**config.mk**
```make
export PLATFORM = sky130hd
export DESIGN_NAME = word_receiver
export DESIGN_NICKNAME = d
export VERILOG_FILES = /design/src/rtl/word_receiver_pkg.sv /design/src/rtl/word_shifter.sv /design/src/rtl/word_receiver.sv
export SDC_FILE = /design/constraint.sdc
export NUM_CORES = 1
export LEC_CHECK = 0
export CAP_MARGIN = 20
export CORE_UTILIZATION = 40
export DETAILED_ROUTE_END_ITERATION = 10
export MAX_ROUTING_LAYER = met4
export PLACE_DENSITY = 0.66
export SYNTH_ARGS = -nofsm -noshare
export SYNTH_HDL_FRONTEND = slang
export SYNTH_HIERARCHICAL = 1
export SYNTH_SLANG_ARGS = --single-unit
```
**constraint.sdc**
```tcl
create_clock -name clk -period 4.2 [get_ports clk]
set_input_delay 0.84 -clock clk [delete_from_list [all_inputs] [get_ports clk]]
set_output_delay 0.84 -clock clk [all_outputs]
set_load 0.02 [all_outputs]
```
**src/rtl/word_receiver_pkg.sv**
```systemverilog
// Shared definitions for the serial word receiver and its neighbours in the
// I2C/FNV datapath.
package word_receiver_pkg;

    // Width of a counter that must hold every value from 0 to width.
    function automatic int count_width(input int width);
        return $clog2(width + 1);
    endfunction

    // What the holding register does at a given edge.
    typedef enum logic [1:0] {
        HOLD_KEEP,
        HOLD_LOAD,
        HOLD_DROP,
        HOLD_CONSUME
    } hold_action_e;

endpackage

```
**src/rtl/word_shifter.sv**
```systemverilog
// Serial-in shift register with its own bit counter; flags the edge on which
// the final bit of a word arrives and presents that completed word.
module word_shifter
    import word_receiver_pkg::*;
#(
    parameter int WIDTH     = 8,
    parameter bit MSB_FIRST = 1'b1
) (
    input  logic                          clk,
    input  logic                          reset_n,
    input  logic                          enable,
    input  logic                          in,
    output logic [WIDTH-1:0]              word,
    output logic                          complete,
    output logic [count_width(WIDTH)-1:0] bit_count
);

    localparam int CW = count_width(WIDTH);

    logic [WIDTH-1:0] shift_q;

    // word is the register contents after absorbing the current bit, so at
    // the completion edge it is already the full word.
    generate
        if (MSB_FIRST) begin : g_msb
            assign word = {shift_q[WIDTH-2:0], in};
        end else begin : g_lsb
            assign word = {in, shift_q[WIDTH-1:1]};
        end
    endgenerate

    assign complete = enable && (bit_count == CW'(WIDTH - 1));

    always_ff @(posedge clk) begin
        // NOTE: sequential state uses non-blocking assignments so every flop
        // samples the pre-edge values regardless of statement order.
        if (!reset_n) begin
            shift_q   <= '0;
            bit_count <= '0;
        end else if (!enable || complete) begin
            shift_q   <= '0;
            bit_count <= '0;
        end else begin
            shift_q   <= word;
            bit_count <= bit_count + 1'b1;
        end
    end

endmodule

```
**src/rtl/word_receiver.sv**
```systemverilog
// Serial-to-parallel receiver: word_shifter assembles words, this level holds
// the last completed word behind a valid/ready handshake and flags overruns.
module word_receiver
    import word_receiver_pkg::*;
#(
    parameter int WIDTH     = 8,
    parameter bit MSB_FIRST = 1'b1
) (
    input  logic                          clk,
    input  logic                          reset_n,
    input  logic                          enable,
    input  logic                          in,
    output logic [WIDTH-1:0]              out_data,
    output logic                          out_valid,
    input  logic                          out_ready,
    output logic [count_width(WIDTH)-1:0] bit_count,
    output logic                          word_done,
    output logic                          overrun,
    input  logic                          clear_overrun
);

    logic [WIDTH-1:0] word;
    logic             complete;
    hold_action_e     action;

    word_shifter #(
        .WIDTH     (WIDTH),
        .MSB_FIRST (MSB_FIRST)
    ) u_shifter (
        .clk       (clk),
        .reset_n   (reset_n),
        .enable    (enable),
        .in        (in),
        .word      (word),
        .complete  (complete),
        .bit_count (bit_count)
    );

    always_comb begin
        // NOTE: the default assignment first keeps this block free of latches.
        action = HOLD_KEEP;
        if (complete) begin
            action = (!out_valid || out_ready) ? HOLD_LOAD : HOLD_DROP;
        end else if (out_valid && out_ready) begin
            action = HOLD_CONSUME;
        end
    end

    always_ff @(posedge clk) begin
        if (!reset_n) begin
            out_data  <= '0;
            out_valid <= 1'b0;
            word_done <= 1'b0;
            overrun   <= 1'b0;
        end else begin
            word_done <= complete;
            case (action)
                HOLD_LOAD: begin
                    out_data  <= word;
                    out_valid <= 1'b1;
                end
                HOLD_CONSUME: out_valid <= 1'b0;
                default: ;
            endcase
            // A drop on the same edge as a clear leaves the flag set.
            if (action == HOLD_DROP) begin
                overrun <= 1'b1;
            end else if (clear_overrun) begin
                overrun <= 1'b0;
            end
        end
    end

endmodule

```
=== Word level (Yosys, flattened, before mapping) ===
Index checks and enable logic that the tools add are counted.

* Bitwise gates (word level): 1
* Add/subtract/negate cells: 1
* Reduce and logical (&&, ||, !) cells: 9
* Muxes and demuxes: 6
* Equal/unequal tests: 4

{| class="wikitable"
|+ Operators with widths
! operator !! count
|-
| 2-bit 2-to-1 mux || 3
|-
| 4-bit by 1-bit adder with 4-bit output (second input constant) || 1
|-
| 2-bit == test (second input constant) || 2
|-
| 4-bit by 3-bit == test with 1-bit output (second input constant) || 1
|-
| 2-bit nonzero test || 2
|-
| 2-bit by 1-bit == test with 1-bit output (second input constant) || 1
|-
| 1-bit logical AND || 2
|-
| 1-bit logical NOT || 2
|-
| 1-bit logical OR || 2
|-
| 1-bit 2-to-1 mux || 2
|-
| 1-bit one-hot mux with 2 select lines || 1
|-
| 2-bit OR reduction || 1
|-
| 1-bit inverter || 1
|}

* Register bits: 22
* Input port bits: 6

=== Depth between registers and ports, before layout ===
Gate-level depths: netlist of run 1.

* Depth after elaboration: 6
* Gate-level depth with buffers: 5

=== Modules after synthesis ===
Netlist of run 1, hierarchy kept.

{| class="wikitable"
|+ Modules (own cells, without submodules)
! module !! area each (µm²) !! seq. area each (µm²) !! cells an instance !! times used
|-
| word_receiver || 447.9 || 220.2 || 45 || 1
|-
| word_shifter || 374.1 || 220.2 || 31 || 1
|}

=== Worst setup path after synthesis of run 1 ===
Ideal clock, no wire load.

* Path type: input to register
* Start point: input port enable
* End point: register out_data[0]
* Path buffers: 1
* Library setup time: 72 ps
* Cell stages on the path: 4
* Setup slack: 2611 ps
* Arrival time: 1518 ps
* Cell sequence: and4_2 -> nor2b_2 -> buf_6 -> mux2i_1

* Word-level cells in the longest chain between the ends: 3

{| class="wikitable"
|+ Ends and longest elaborated chain
! item !! line !! source
|-
| start: declaration || word_receiver.sv:11 || <nowiki>input logic enable,</nowiki>
|-
| 1-bit logical AND || word_shifter.sv:32 || <nowiki>assign complete = enable && (bit_count == CW'(WIDTH - 1));</nowiki>
|-
| 2-bit 2-to-1 mux || word_receiver.sv:42 || <nowiki>if (complete) begin</nowiki>
|-
| 2-bit by 1-bit == test with 1-bit output || word_receiver.sv:57 || <nowiki>case (action)</nowiki>
|-
| end signal: assignment || word_receiver.sv:59 || <nowiki>out_data <= word;</nowiki>
|-
| end: declaration || word_receiver.sv:13 || <nowiki>output logic [WIDTH-1:0] out_data,</nowiki>
|}

Every way passes these cells.
A chain may end at the register's enable or synchronous reset.

=== Worst setup path after layout of run 1 ===
* Start point: register u_shifter.bit_count[2]
* End point: output port bit_count[2]

{| class="wikitable"
|+ RTL lines
! item !! line !! source
|-
| start: declaration || word_shifter.sv:15 || <nowiki>output logic [count_width(WIDTH)-1:0] bit_count</nowiki>
|-
| start signal: assignment || word_shifter.sv:45 || <nowiki>bit_count <= bit_count + 1'b1;</nowiki>
|-
| end: declaration || word_receiver.sv:16 || <nowiki>output logic [count_width(WIDTH)-1:0] bit_count,</nowiki>
|}

No word-level cell between the ends.

==> flow_summary.yaml, run 1 <==
logic_synthesis:
  synth_common_cells: "dfxtp_1 (22), nand2_1 (17), and2_1 (10)"
  synth_edf_count: 0
  synth-xor-area-share: 0.0213
  yosys.area_share.simple: 0.234
  netlist_instances: 76
  synth_mux_area_frac: 0.0974
  syn_area_um2: 822
  ys_ff_latch: 22
  synth_seq_area_share: 0.536
  synth.area.top_cells: "dfxtp_1 (54%), mux2i_1 (9.7%), nand2_1 (7.8%)"
  synth_most_common_cell: "dfxtp_1"
  yosysTopAreaCell: "dfxtp_1"
  synth_top_family_by_area: "simple AND/OR/NAND/NOR gates"
  synth_compound_area_frac: 0.0411
  async_reset_ff_frac: 0
  postSynthAreaPerCell_um2: 10.8
  synth.net_count: 83
  synth_cell_types: 19
  synth_top_area_share: 0.536
  yosys_warnings: 6
  synthAdderAreaFrac: 0.0152
  synth_flop_cell: "dfxtp_1"
die:
  die_h_um: 47.3
  core_area_mm2: 0.00194
  std_cell_rows: 16
  die_w_um: 47.3
  start_util: 0.423
  die_area_mm2: 0.00224
  ios: 21
layout:
  layout-drive-gt1-share: 0.0938
  syn_to_final_growth_pct: 27.9
  final_core_util: 0.541
  finalNonFillerCells: 123
  fillers: 184
  n_antenna_cell: 0
  fin_nets: 104
min_path:
  hold_start: "u_shifter/shift_q[6]$_SDFF_PP0_"
  hp-class: "reg -> reg"
  min_to: "out_data[7]$_SDFFE_PN0N_"
  hold_path_depth: 2
worst_setup_path:
  cp_max_fo: 5
  worstSetupPathType: "reg -> out"
  worstSetupEndpointType: "output port"
  cp_cell_sequence: "clkdlybuf4s50_1"
  crit_required_ps: 3360
  path_buf_inv: 1
  cp-start-kind: "flip-flop"
  ff2ff_setup_slack_ps: 2480
  r2r_cells: 4
  path_delay_family: "buffers and inverters"
  critical_path_arrival_ps: 1440
  r2r_start: "u_shifter/bit_count[0]$_SDFF_PP0_"
  critPathMaxStageDelay_ps: 660
  cp-startpoint: "u_shifter/bit_count[2]$_SDFF_PP0_"
  critPathSlowestCell: "clkdlybuf4s50_1"
  reg2reg_to: "out_data[3]$_SDFFE_PN0N_"
sta:
  fin_skew_ps: 4.44
  finalCritPeriodShare: 0.542
  tightest_slew_ps: 612
  fmax_mhz: 439
  rsz0062_at_grt: "no"
  hold_violations: 0
  period_minus_slack_ps: 2280
  setup_viol: 0
  fin_setup_tns_ps: 0
  slew-limit-headroom: 0.591
  slew_viol_final: 0
power_and_ir_drop:
  p_int_uw: 271
  combPwrFrac: 0.044
  leakagePower_nw: 0.365
  p_sw_uw: 69.1
  clkPwrFrac: 0.334
  peakVddDrop_mv: 0.142
  pwr-share-seq: 0.622
  p_sw_frac: 0.203
  p_per_area_mw_per_mm2: 323
global_route:
  grt.total_usage: 0.129
  overflow: 0
  busiest_layer: "met2"
  met3_usage: 0.0462
  antenna_found_initial: 0
  grt_pass1_vias: 425
  grt_start_max_net_pins: 21
  grt_pass1_wl_mm: 1.81
  met1_usage: 0.158
  grt_use_met2: 0.167
clocking:
  cts_buffers: 3
  hold_buffers: 0
  htreeDepth: 1
  clk_latency_ps: 300
  cts_setup_buffers: 0
  clk_path_buf_depth: 2
  cts_tree: "yes"
  cts_root_buffer: "clkbuf_4"
  clock_sinks: 22
  cts_resized: 0
  path_clk_slew_ps: 120
detailed_routing:
  final_antenna_net_count: 0
  vias: 533
  wl_mm: 1.16
  wl_per_cell_um: 9.39
  viasPerCell: 4.33
  drcViolationCount: 0
  drt_iter0_drc: 0
  drt-pass1-iter-count: 1
placed_design:
  gp_congestion: 0.707
  io_buffers: 20
  placed_cells: 119
outcome:
  outcome: "finished clean"
job:
  maxCapViolCount: 0
[through the flow]
| stage | total power, mW | hold WS, ps | setup WS (ps) | cell area (µm²) |
|---|---|---|---|---|
| floorplan | 0.225 | 424 | 2610 | 822 |
| global placement | 0.231 | 440 | 1780 | 1010 |
| detailed placement | 0.231 | 437 | 1740 | 1010 |
| CTS | 0.345 | 454 | 1890 | 1050 |
| global route | 0.357 | 480 | 1850 | 1050 |
| finish | 0.340 | 451 | 1920 | 1050 |
[cell usage in the layout, fill, tap and decap left out, drive strengths merged, types with 2 or more instances in the layout]
cell,n
dfxtp,22
clkdlybuf4s50,20
nand2,17
and2,10
mux2i,8
clkbuf,4
nor2b,4
xnor2,2
[worst max-delay path by stage]
stage	endpoint	slack, ps	cells past startpoint
after CTS	bit_count[2]	1890	1
after global routing	bit_count[2]	1850	1
final	bit_count[2]	1920	1
after global placement	u_shifter/bit_count[3]$_SDFF_PP0_	1780	4
after detailed placement	u_shifter/shift_q[5]$_SDFF_PP0_	1740	4
after floorplan	out_data[0]$_SDFFE_PN0N_	2610	4
[final cells by class]
type,count,area [µm²],area share
Sequential cell,22,440,0.419
Multi-Input combinational cell,49,337,0.320
Timing Repair Buffer,20,200,0.190
Clock buffer,4,36.3,0.0345
Tap cell,27,33.8,0.0321
Inverter,1,3.75,0.00357
[cells by family (layout without fill, tap and decap cells)]
| logic type | after synthesis | in the layout |
|---|---|---|
| buffers and inverters | 5 | 25 |
| xor gates and xnor gates | 2 | 2 |
| and+or+nand+nor | 35 | 35 |
| AOI/OAI and AO/OA | 3 | 3 |
| DFF | 22 | 22 |
| muxes | 8 | 8 |
| adders and majority gates | 1 | 1 |
[power by group through the flow]
stage | clock network [mW] | logic [mW] | registers (mW)
floorplan | 0 | 0.00824 | 0.217
global placement | 0 | 0.0148 | 0.216
detailed placement | 0 | 0.0151 | 0.216
CTS | 0.118 | 0.0152 | 0.212
global route | 0.129 | 0.0165 | 0.212
finish | 0.113 | 0.0148 | 0.211
[state kept, by name (all words and copies together), names as in the netlist]
name	flops
out_valid	1
overrun	1
word_done	1
u_shifter/bit_count	4
out_data	8
u_shifter/shift_q	7
[routing by layer]
metal,vias up,share of wire
li1,282,-
met1,235,0.52
met2,14,0.42
met3,2,0.048
met4,0,0.0095
met5,-,0
Note: power is estimated with default switching activity, not from simulation.
==> run 2: changes to the inputs <==
- clock period: 4.2 -> 2.1 ns (I/O delays scaled with it)
==> flow_summary.yaml, run 2 (synthesis results as in run 1) <==
clocking:
  path_clk_slew_ps: 110
  cts_resized: 0
  cts_setup_buffers: 0
  clk_latency_ps: 290
  hold_buffers: 0
  cts_tree: "yes"
  cts_buffers: 3
  clock_sinks: 22
  cts_root_buffer: "clkbuf_4"
  clk_path_buf_depth: 2
  htreeDepth: 1
power_and_ir_drop:
  p_sw_frac: 0.178
  peakVddDrop_mv: 0.547
  total_power_uw: 766
  p_per_area_mw_per_mm2: 708
  combPwrFrac: 0.041
  p_int_uw: 630
  p_sw_uw: 136
  clkPwrFrac: 0.407
  pwr-share-seq: 0.552
  leakagePower_nw: 0.382
min_path:
  hp-class: "reg -> reg"
  hold_start: "u_shifter/shift_q[6]$_SDFF_PP0_"
  min_to: "out_data[7]$_SDFFE_PN0N_"
  hold_path_depth: 2
worst_setup_path:
  r2r_cells: 5
  cp_cell_sequence: "clkdlybuf4s50_1"
  worstSetupPathType: "reg -> out"
  path_delay_family: "buffers and inverters"
  path_buf_inv: 1
  reg2reg_to: "out_data[0]$_SDFFE_PN0N_"
  cp_max_fo: 5
  crit_required_ps: 1680
  critical_path_arrival_ps: 1440
  ff2ff_setup_slack_ps: 560
  critPathMaxStageDelay_ps: 660
  critPathSlowestCell: "clkdlybuf4s50_1"
  worstSetupEndpointType: "output port"
  cp-start-kind: "flip-flop"
  r2r_start: "u_shifter/bit_count[0]$_SDFF_PP0_"
detailed_routing:
  wl_per_cell_um: 9.24
  drt-pass1-iter-count: 3
  viasPerCell: 4.30
  final_antenna_net_count: 0
  drcViolationCount: 0
  drt_iter0_drc: 8
  wl_mm: 1.16
  vias: 538
sta:
  setup_viol: 0
  hold_violations: 0
  finalCritPeriodShare: 0.887
  rsz0062_at_grt: "no"
  fin_skew_ps: 1.28
  slew-limit-headroom: 0.822
  tightest_slew_ps: 267
  period_minus_slack_ps: 1860
  fin_setup_tns_ps: 0
  fmax_mhz: 537
  slew_viol_final: 0
job:
  maxCapViolCount: 0
die:
  core_area_mm2: 0.00194
  die_area_mm2: 0.00224
  ios: 21
  die_h_um: 47.3
  start_util: 0.423
  std_cell_rows: 16
  die_w_um: 47.3
placed_design:
  gp_congestion: 0.652
  placed_area_mm2: 0.00103
  io_buffers: 20
  dp_hpwl_um: 841
layout:
  final_cell_mix: "dfxtp_1 (22), clkdlybuf4s50_1 (20), nand2_1 (17), and2_1 (10), mux2i_1 (8)"
  syn_to_final_growth_pct: 31.7
  reg_top3: "out_data (8), u_shifter/shift_q (7), u_shifter/bit_count (4)"
  layout-drive-gt1-share: 0.112
  largest_reg_flops: 8
  final_common_cell: "dfxtp_1"
  fin_nets: 106
  regMostFlops: "out_data"
  stdcell_area_mm2: 0.00108
  n_antenna_cell: 0
global_route:
  grt.total_usage: 0.127
  overflow: 0
  grt_start_max_net_pins: 20
  grt_pass1_wl_mm: 1.89
  grt_pass1_vias: 427
  antenna_found_initial: 0
outcome:
  outcome: "finished clean"
[run 2: worst max-delay path by stage]
stage                     cells after the start                  endpoint  slack, ps                         startpoint
final                                         1              bit_count[2]        240  u_shifter/bit_count[2]$_SDFF_PP0_
after global routing                          1              bit_count[2]        190  u_shifter/bit_count[2]$_SDFF_PP0_
after CTS                                     1              bit_count[2]        220  u_shifter/bit_count[2]$_SDFF_PP0_
after floorplan                               5  out_data[0]$_SDFFE_PN0N_        580  u_shifter/bit_count[0]$_SDFF_PP0_
after global placement                        5  out_data[0]$_SDFFE_PN0N_        360                             enable
after detailed placement                      5  out_data[6]$_SDFFE_PN0N_        340                             enable
[run 2: cell type report]
cell class / instances / area, µm²
clock buffer: 3 / 22.5
clock inverter: 1 / 30.0
fill: 169 / 860
inverter: 1 / 3.75
multi-input combinational: 49 / 337
sequential: 22 / 440
tap: 27 / 33.8
timing repair buffer: 22 / 215
[run 2: routing by layer]
layer / track usage / routed length (µm)
met1: 0.181 / 601
met3: 0.0231 / 60
met4: 0.0857 / 14
met5: - / 0
met2: 0.156 / 478
[run 2: power by group through the flow]
stage	logic (mW)	registers, mW	clock network [mW]
after floorplan	0.0165	0.434	0
final	0.0316	0.423	0.312
after CTS	0.0321	0.423	0.326
after global routing	0.0349	0.424	0.345
after global placement	0.0315	0.432	0
after detailed placement	0.0318	0.432	0
[run 2: per-stage QoR]
stage	instances	util	setup WS, ps	hold slack, ps
6_report	125	0.557	238	451
5_1_grt	125	0.557	193	485
4_1_cts	125	0.557	220	459
3_5_place_dp	121	0.530	341	441
3_3_place_gp	121	0.530	358	429
2_1_floorplan	76	-	581	424
